<file path="config.mk">
export PLATFORM = sky130hd
export DESIGN_NAME = input_debouncer
export DESIGN_NICKNAME = d
export VERILOG_FILES = /design/src/rtl/debounce_pkg.sv /design/src/rtl/debounce_channel.sv /design/src/rtl/input_debouncer.sv
export SDC_FILE = /design/constraint.sdc
export NUM_CORES = 1
export LEC_CHECK = 0
export BUFFER_PORTS_ARGS = -buffer_cell sky130_fd_sc_hd__clkbuf_2
export CORE_ASPECT_RATIO = 0.7
export CORE_UTILIZATION = 61
export DETAILED_ROUTE_END_ITERATION = 8
export GPL_TIMING_DRIVEN = 0
export PLACE_DENSITY_LB_ADDON = 0.15
export SYNTH_ARGS = -nofsm -noshare
export SYNTH_HDL_FRONTEND = slang
export SYNTH_SLANG_ARGS = --single-unit
</file>
<file path="constraint.sdc">
create_clock -name clk -period 3.66 [get_ports clk]
set_clock_uncertainty 0.1 [all_clocks]
set_input_delay 0.183 -clock clk [delete_from_list [all_inputs] [get_ports clk]]
set_output_delay 0.183 -clock clk [all_outputs]
set_load 0.01 [all_outputs]
</file>
<file path="src/rtl/debounce_pkg.sv">
// Shared constants for the input debouncer: FSM state encoding and default sizes.
// No logic here; imported by debounce_channel and input_debouncer.
package debounce_pkg;

  // Bit 1 of the state is the clean level, so clean_out falls straight out of the encoding.
  localparam logic [1:0] IDLE_LO = 2'b00;
  localparam logic [1:0] CNT_HI  = 2'b01;
  localparam logic [1:0] IDLE_HI = 2'b11;
  localparam logic [1:0] CNT_LO  = 2'b10;

  localparam int DEF_SYNC_STAGES = 2;
  localparam int DEF_CNT_W       = 16;

endpackage

</file>
<file path="src/rtl/debounce_channel.sv">
// One debounced bit: synchroniser chain, 4-state stability FSM and counter; edge pulses with DEBOUNCE_EDGE_EN.
// Latency SYNC_STAGES+DEBOUNCE_CYCLES+1 edges (sampling edge counted); no backpressure, free-running input.
module debounce_channel
  import debounce_pkg::*;
#(
  parameter int SYNC_STAGES     = DEF_SYNC_STAGES,
  parameter int CNT_W           = DEF_CNT_W,
  parameter int DEBOUNCE_CYCLES = 50000
) (
  input  logic clk,
  input  logic rst_n,
  input  logic i_raw,
  output logic o_clean,
  output logic o_rise,
  output logic o_fall
);

  localparam logic [CNT_W-1:0] LP_DB_CNT = CNT_W'(DEBOUNCE_CYCLES);

  logic [SYNC_STAGES-1:0] r_sync;
  logic [1:0]             r_state;
  logic [CNT_W-1:0]       r_cnt;
  logic                   r_clean;
  logic [1:0]             w_state_nxt;
  logic [CNT_W-1:0]       w_cnt_nxt;
  logic                   w_s;

  always_ff @(posedge clk) begin
    if (!rst_n) r_sync <= '0;
    else        r_sync <= {r_sync[SYNC_STAGES-2:0], i_raw};
  end

  assign w_s = r_sync[SYNC_STAGES-1];

  always_comb begin
    w_state_nxt = r_state;
    w_cnt_nxt   = '0;
    case (r_state)
      IDLE_LO: begin
        if (w_s) begin
          w_state_nxt = CNT_HI;
          w_cnt_nxt   = CNT_W'(1);
        end
      end
      CNT_HI: begin
        if (!w_s)                    w_state_nxt = IDLE_LO;
        else if (r_cnt == LP_DB_CNT) w_state_nxt = IDLE_HI;
        else                         w_cnt_nxt   = r_cnt + CNT_W'(1);
      end
      IDLE_HI: begin
        if (!w_s) begin
          w_state_nxt = CNT_LO;
          w_cnt_nxt   = CNT_W'(1);
        end
      end
      CNT_LO: begin
        if (w_s)                     w_state_nxt = IDLE_HI;
        else if (r_cnt == LP_DB_CNT) w_state_nxt = IDLE_LO;
        else                         w_cnt_nxt   = r_cnt + CNT_W'(1);
      end
      default: begin
        w_state_nxt = IDLE_LO;
      end
    endcase
  end

  always_ff @(posedge clk) begin
    if (!rst_n) begin
      r_state <= IDLE_LO;
      r_cnt   <= '0;
      r_clean <= 1'b0;
    end else begin
      r_state <= w_state_nxt;
      r_cnt   <= w_cnt_nxt;
      r_clean <= w_state_nxt[1];
    end
  end

  assign o_clean = r_clean;

`ifdef DEBOUNCE_EDGE_EN
  logic r_rise;
  logic r_fall;

  // Pulses are set on the same edge that commits the new clean level.
  always_ff @(posedge clk) begin
    if (!rst_n) begin
      r_rise <= 1'b0;
      r_fall <= 1'b0;
    end else begin
      r_rise <= (r_state == CNT_HI) && (w_state_nxt == IDLE_HI);
      r_fall <= (r_state == CNT_LO) && (w_state_nxt == IDLE_LO);
    end
  end

  assign o_rise = r_rise;
  assign o_fall = r_fall;
`else
  assign o_rise = 1'b0;
  assign o_fall = 1'b0;
`endif

endmodule

</file>
<file path="src/rtl/input_debouncer.sv">
// Debounces NUM_CH independent raw inputs into clean levels (+ edge pulses when DEBOUNCE_EDGE_EN is defined).
// Latency SYNC_STAGES+DEBOUNCE_CYCLES+1 edges per channel; no backpressure, inputs are free-running levels.
module input_debouncer
  import debounce_pkg::*;
#(
  parameter int NUM_CH          = 2,
  parameter int SYNC_STAGES     = DEF_SYNC_STAGES,
  parameter int CNT_W           = DEF_CNT_W,
  parameter int DEBOUNCE_CYCLES = 50000
) (
  input  logic              clk,
  input  logic              rst_n,
  input  logic [NUM_CH-1:0] raw_in,
  output logic [NUM_CH-1:0] clean_out,
  output logic [NUM_CH-1:0] rise_pulse,
  output logic [NUM_CH-1:0] fall_pulse
);

  if (NUM_CH < 1) begin : g_bad_num_ch
    $error("input_debouncer: NUM_CH must be >= 1");
  end
  if (SYNC_STAGES < 2) begin : g_bad_sync
    $error("input_debouncer: SYNC_STAGES must be >= 2");
  end
  if (CNT_W < 1 || CNT_W > 30) begin : g_bad_cnt_w
    $error("input_debouncer: CNT_W out of supported range");
  end
  if (DEBOUNCE_CYCLES < 1 || DEBOUNCE_CYCLES >= (1 << CNT_W)) begin : g_bad_db
    $error("input_debouncer: DEBOUNCE_CYCLES must satisfy 1 <= value < 2**CNT_W");
  end

  for (genvar gi = 0; gi < NUM_CH; gi++) begin : g_ch
    debounce_channel #(
      .SYNC_STAGES    (SYNC_STAGES),
      .CNT_W          (CNT_W),
      .DEBOUNCE_CYCLES(DEBOUNCE_CYCLES)
    ) u_ch (
      .clk    (clk),
      .rst_n  (rst_n),
      .i_raw  (raw_in[gi]),
      .o_clean(clean_out[gi]),
      .o_rise (rise_pulse[gi]),
      .o_fall (fall_pulse[gi])
    );
  end

endmodule

</file>
==> impl.org <==
** Status
- The flow ran to the end, and the final reports show no timing, DRC or antenna violations.

** Power and ir drop
- VDD sags by at most between 0.3 and 0.4 mV.
- Part of the power in the clock network :: about two fifths
- Power comes to between 800 and 900 uW.
- Switching power total :: approximately 180 uW
- Combinational logic burns between 5 and 6% of the power.
- Net switching is 21.5% of the power.
- For this design the static power due to leakage is between 0.0007 and 0.0008 uW.
- Of the total power, registers draw ~53%.
- In this run the power density over the cells is 371 mW/mm^2.
- P_int :: 668 uW

** GRT
- The initial antenna violation count came to 0.
- The number of global-route vias before repair came to between 1,000 and 1,500.
- Largest net degree at the start of global routing :: 13
- For this run the aggregate overflow at the end of global routing stands at 0.
- Gr usage total :: 22.3%
- The first global-routing pass estimated 6140 um of wire.

** STA
- Static timing analysis puts the maximum clock frequency at just over 500 MHz.
- The total count of hold-check failures in the final report came to 0.
- Setup repair after global routing left no endpoint under its margin.
- At the pin with the least slew margin, the transition time is between 0.5 and 0.6 ns.
- Subtracting the final worst setup slack from the clock period gives ~1.9 ns.
- Worst slew margin relative to its limit :: roughly 65%
- The final-report max-slew violation count came to 0.
- Tcrit/Tclk final :: a little over half
- Setup violations remaining at the end of the flow were counted as 0.
- Total Negative Setup Slacks :: 0 ns

** Synthesis
- Count of different cell masters after synthesis :: 35
- Dividing the synthesized area by the synthesized cell count gives about 9 sq um.
- After synthesis the netlist holds a flip-flop and latch count of 40.
- The share of the Yosys chip area taken by registers is 38.5%.
- The cell area that synthesis handed to floorplanning was roughly 0.0021 sq mm.
- During synthesis, Yosys emitted a total of 0 warnings.
- Syn Inst Count :: around 230

** Clock network
- CTS Root Cell :: sky130_fd_sc_hd__clkbuf_8
- The H-tree was split into 2 levels.
- CTS tree :: yes
- TritonCTS Sinks :: 40
- Clock buffer depth :: 2
- Clock-pin slew was measured on the worst setup and hold paths at about 0.08 ns.
- Number of clock buffers inserted by TritonCTS :: 5
- At the later pin of the worst-skew pair, clock insertion delay measures roughly 0.3 ns.
- After clock tree synthesis, the repair step resized 0 gates.

** Worst setup path
- In this run the worst path has a maximum fanout of 10.
- In this run the critical register-to-register path is launched from g_ch[0].u_ch.r_cnt[0].
- On the worst path, the slowest cell contributes a delay of 0.43 ns.
- Critical path buffers and inverters :: 2
- Data required time at the worst endpoint :: between 3 and 4 ns
- By startpoint and endpoint, the worst setup path is classified as reg -> reg.
- Ordered list of cells on the worst path :: inv_1 > ha_1 > nor4b_4 > nand2_1 > o21ai_1 > buf_2 > nor2_1
- Worst Setup End Kind :: flip-flop
- The largest individual stage delay along the critical path comes from the cell sky130_fd_sc_hd__o21ai_1.
- STA classifies the critical path startpoint as a flip-flop.
- Worst reg2reg path depth :: 7
- Cell type group with the largest total delay on the critical path :: compound AO/OA/AOI/OAI gates
- R2R Path End :: g_ch[0].u_ch.r_cnt[13]
- For the worst setup path, the data arrival time is between 2 and 2.5 ns.
- Internal reg-to-reg setup slack :: around 1.7 ns

** Floorplan
- Number of placed I/O pins :: 10
- In this run the horizontal extent of the chip is 71.8 um.
- From bottom edge to top edge, the die measures roughly 50 um.
- The initialized floorplan defines 17 standard-cell rows.
- Starting density of the core :: about two thirds
- The die covers between 0.003 and 0.004 sq mm.
- Area of the core region :: 0.00319 sq mm

** Cells and area
- Area delta synth->final :: 10.2%
- Post-route standard cell area excluding fillers :: about 0.0023 sq mm
- The number of antenna diodes in the final layout is 0.
- Cells with a size suffix above 1 make up between 10% and 20% of the layout.
- For this run, the post-layout net count is roughly 270.

** Routing
- DRC Markers :: 0
- Count of vias placed by the detailed router :: roughly 1,600
- The detail route stage leaves a number of antenna-violating nets equal to 0.
- After detailed routing, the number of vias per cell comes to ~5.5.
- Number of DRC violations after detailed-routing iteration 0 :: 107
- First-pass DRT Iterations :: 4
- WL final :: 3590 um
- After detailed routing, the average wire length per cell comes to about 12 um.

** Job
- Max-Cap Viols :: 0

** Hold path
- Worst hold path startpoint :: rst_n
- End of the worst hold path :: g_ch[0].u_ch.r_sync[0]
- Along the worst hold path, the cell count comes to 2.
- Kind of path behind the tightest hold check :: in -> reg

** Place
- DPL Wire Length :: 2630 um
- Routability-driven placement finished with a final weighted congestion of approximately 0.84.
- Port-buffer cells :: 5
- Instance area at placement :: between 0.002 and 0.0025 sq mm
worst register-to-register path, stage by stage, from the launching register on:
cell and delay, ns:
sky130_fd_sc_hd__dfxtp_1 0.35, sky130_fd_sc_hd__inv_1 0.07, sky130_fd_sc_hd__ha_1 0.14, sky130_fd_sc_hd__nor4b_4 0.23, sky130_fd_sc_hd__nand2_1 0.09, sky130_fd_sc_hd__o21ai_1 0.43
sky130_fd_sc_hd__buf_2 0.33, sky130_fd_sc_hd__nor2_1 0.08
per-layer routing:
layer,track usage (%),up-vias,routed length [um]
li1,-,820,-
met2,30.8,24,1360
met4,10.8,0,68
met1,32.3,716,2050
met3,5.33,7,108
met5,0,-,0
stage by stage:
stage / worst slack, ns / hold WS (ns) / utilization, % / cells
after detailed placement: 1.76 / 0.295 / 67.8 / 277
after floorplan: 1.95 / 0.205 / - / 234
after global routing: 1.54 / 0.0511 / 71.8 / 287
final: 1.74 / 0.0398 / 71.8 / 287
after global placement: 1.75 / 0.288 / 67.8 / 277
after CTS: 1.73 / 0.0350 / 71.8 / 287
cell type report:
type                    instances  area, sq um
plain buffers                  11         73.8
clock buffers                   6         72.6
well taps                      38         47.5
clock inverters                 2         35.0
repair buffers                  7         45.0
multi-input cells             170         1170
inverters                      13         48.8
flip-flops and latches         40          801
fillers                       251          900
synth_stat cells, drive strengths merged:
| master | instances | share of area (%) |
|---|---|---|
| ha | 13 | 7.8 |
| nand4 | 12 | 3.6 |
| xnor2 | 17 | 7.2 |
| and4 | 3 | 1.3 |
| buf | 8 | 2.9 |
| a21oi | 10 | 2.4 |
| o21ai | 5 | 1.2 |
| nor4 | 8 | 2.4 |
| and3 | 1 | 0.30 |
| and4bb | 3 | 1.8 |
| mux2 | 2 | 1.1 |
| and2 | 6 | 1.8 |
| or3 | 2 | 0.60 |
| nor4b | 2 | 2.3 |
| mux2i | 2 | 0.96 |
| inv | 13 | 2.3 |
| or4 | 2 | 0.72 |
| nor3b | 4 | 1.9 |
| nor2 | 34 | 6.1 |
| o22ai | 2 | 0.60 |
| clkbuf | 3 | 0.60 |
| nand3 | 9 | 2.2 |
| a41oi | 2 | 1.2 |
| dfxtp | 40 | 39 |
| nor3 | 6 | 1.4 |
| xor2 | 11 | 4.6 |
| nand2 | 10 | 1.8 |
| conb | 1 | 0.18 |
logic make-up (layout without fill, tap and decap cells):
| group | count (synthesis) | count (layout) | synth area share (%) |
|---|---|---|---|
| AO/OA/AOI/OAI | 19 | 19 | 5.42 |
| XOR/XNOR | 28 | 28 | 11.8 |
| adder cells (fa/ha/maj) | 13 | 13 | 7.82 |
| buffers and inverters | 24 | 39 | 5.90 |
| flip-flops | 40 | 40 | 38.5 |
| multiplexers | 4 | 4 | 2.05 |
| other | 1 | 4 | 0.180 |
| AND/OR/NAND/NOR | 102 | 102 | 28.3 |
timing repair:
item | CTS | global route
hold buffers | 2 | 0
setup buffers | 0 | 0
setup endpoints to repair | 0 | 0
hold endpoints to repair | 2 | 0
power by group through the flow:
stage	sequential, uW	clock [uW]	combinational (uW)
after floorplan	456	0	38.4
after global placement	458	0	45.7
after detailed placement	458	0	47.8
after CTS	448	360	49.7
after global routing	449	377	56.9
final	448	353	50.5
cells in the final DEF, fill, tap and decap left out, types with 5 or more instances in the layout:
| master | n |
|---|---|
| sky130_fd_sc_hd__nand4_1 | 12 |
| sky130_fd_sc_hd__clkbuf_2 | 6 |
| sky130_fd_sc_hd__nor3_1 | 6 |
| sky130_fd_sc_hd__dfxtp_1 | 40 |
| sky130_fd_sc_hd__nor2_1 | 34 |
| sky130_fd_sc_hd__nand3_1 | 9 |
| sky130_fd_sc_hd__nand2_1 | 10 |
| sky130_fd_sc_hd__ha_1 | 13 |
| sky130_fd_sc_hd__nor4_1 | 8 |
| sky130_fd_sc_hd__and2_1 | 6 |
| sky130_fd_sc_hd__clkbuf_8 | 5 |
| sky130_fd_sc_hd__xor2_1 | 11 |
| sky130_fd_sc_hd__inv_1 | 13 |
| sky130_fd_sc_hd__buf_4 | 6 |
| sky130_fd_sc_hd__a21oi_1 | 10 |
| sky130_fd_sc_hd__xnor2_1 | 17 |
worst max-delay path by stage:
stage	start	end	slack (ns)	cells past startpoint
after floorplan	g_ch[1].u_ch.o_clean	g_ch[1].u_ch.o_clean	1.95	5
after global placement	g_ch[0].u_ch.r_cnt[0]	g_ch[0].u_ch.r_cnt[13]	1.75	7
after detailed placement	g_ch[0].u_ch.r_cnt[0]	g_ch[0].u_ch.r_cnt[13]	1.76	7
after CTS	g_ch[0].u_ch.r_cnt[0]	g_ch[0].u_ch.r_cnt[13]	1.73	7
after global routing	g_ch[0].u_ch.r_cnt[0]	g_ch[0].u_ch.r_cnt[6]	1.54	7
final	g_ch[0].u_ch.r_cnt[0]	g_ch[0].u_ch.r_cnt[13]	1.74	7
state kept, by name (all words and copies together), names as in the netlist:
register / count
g_ch.u_ch.o_clean: 2
g_ch.u_ch.r_cnt: 32
g_ch.u_ch.r_state: 2
g_ch.u_ch.r_sync: 4
Power figures use the tool's default switching activity.
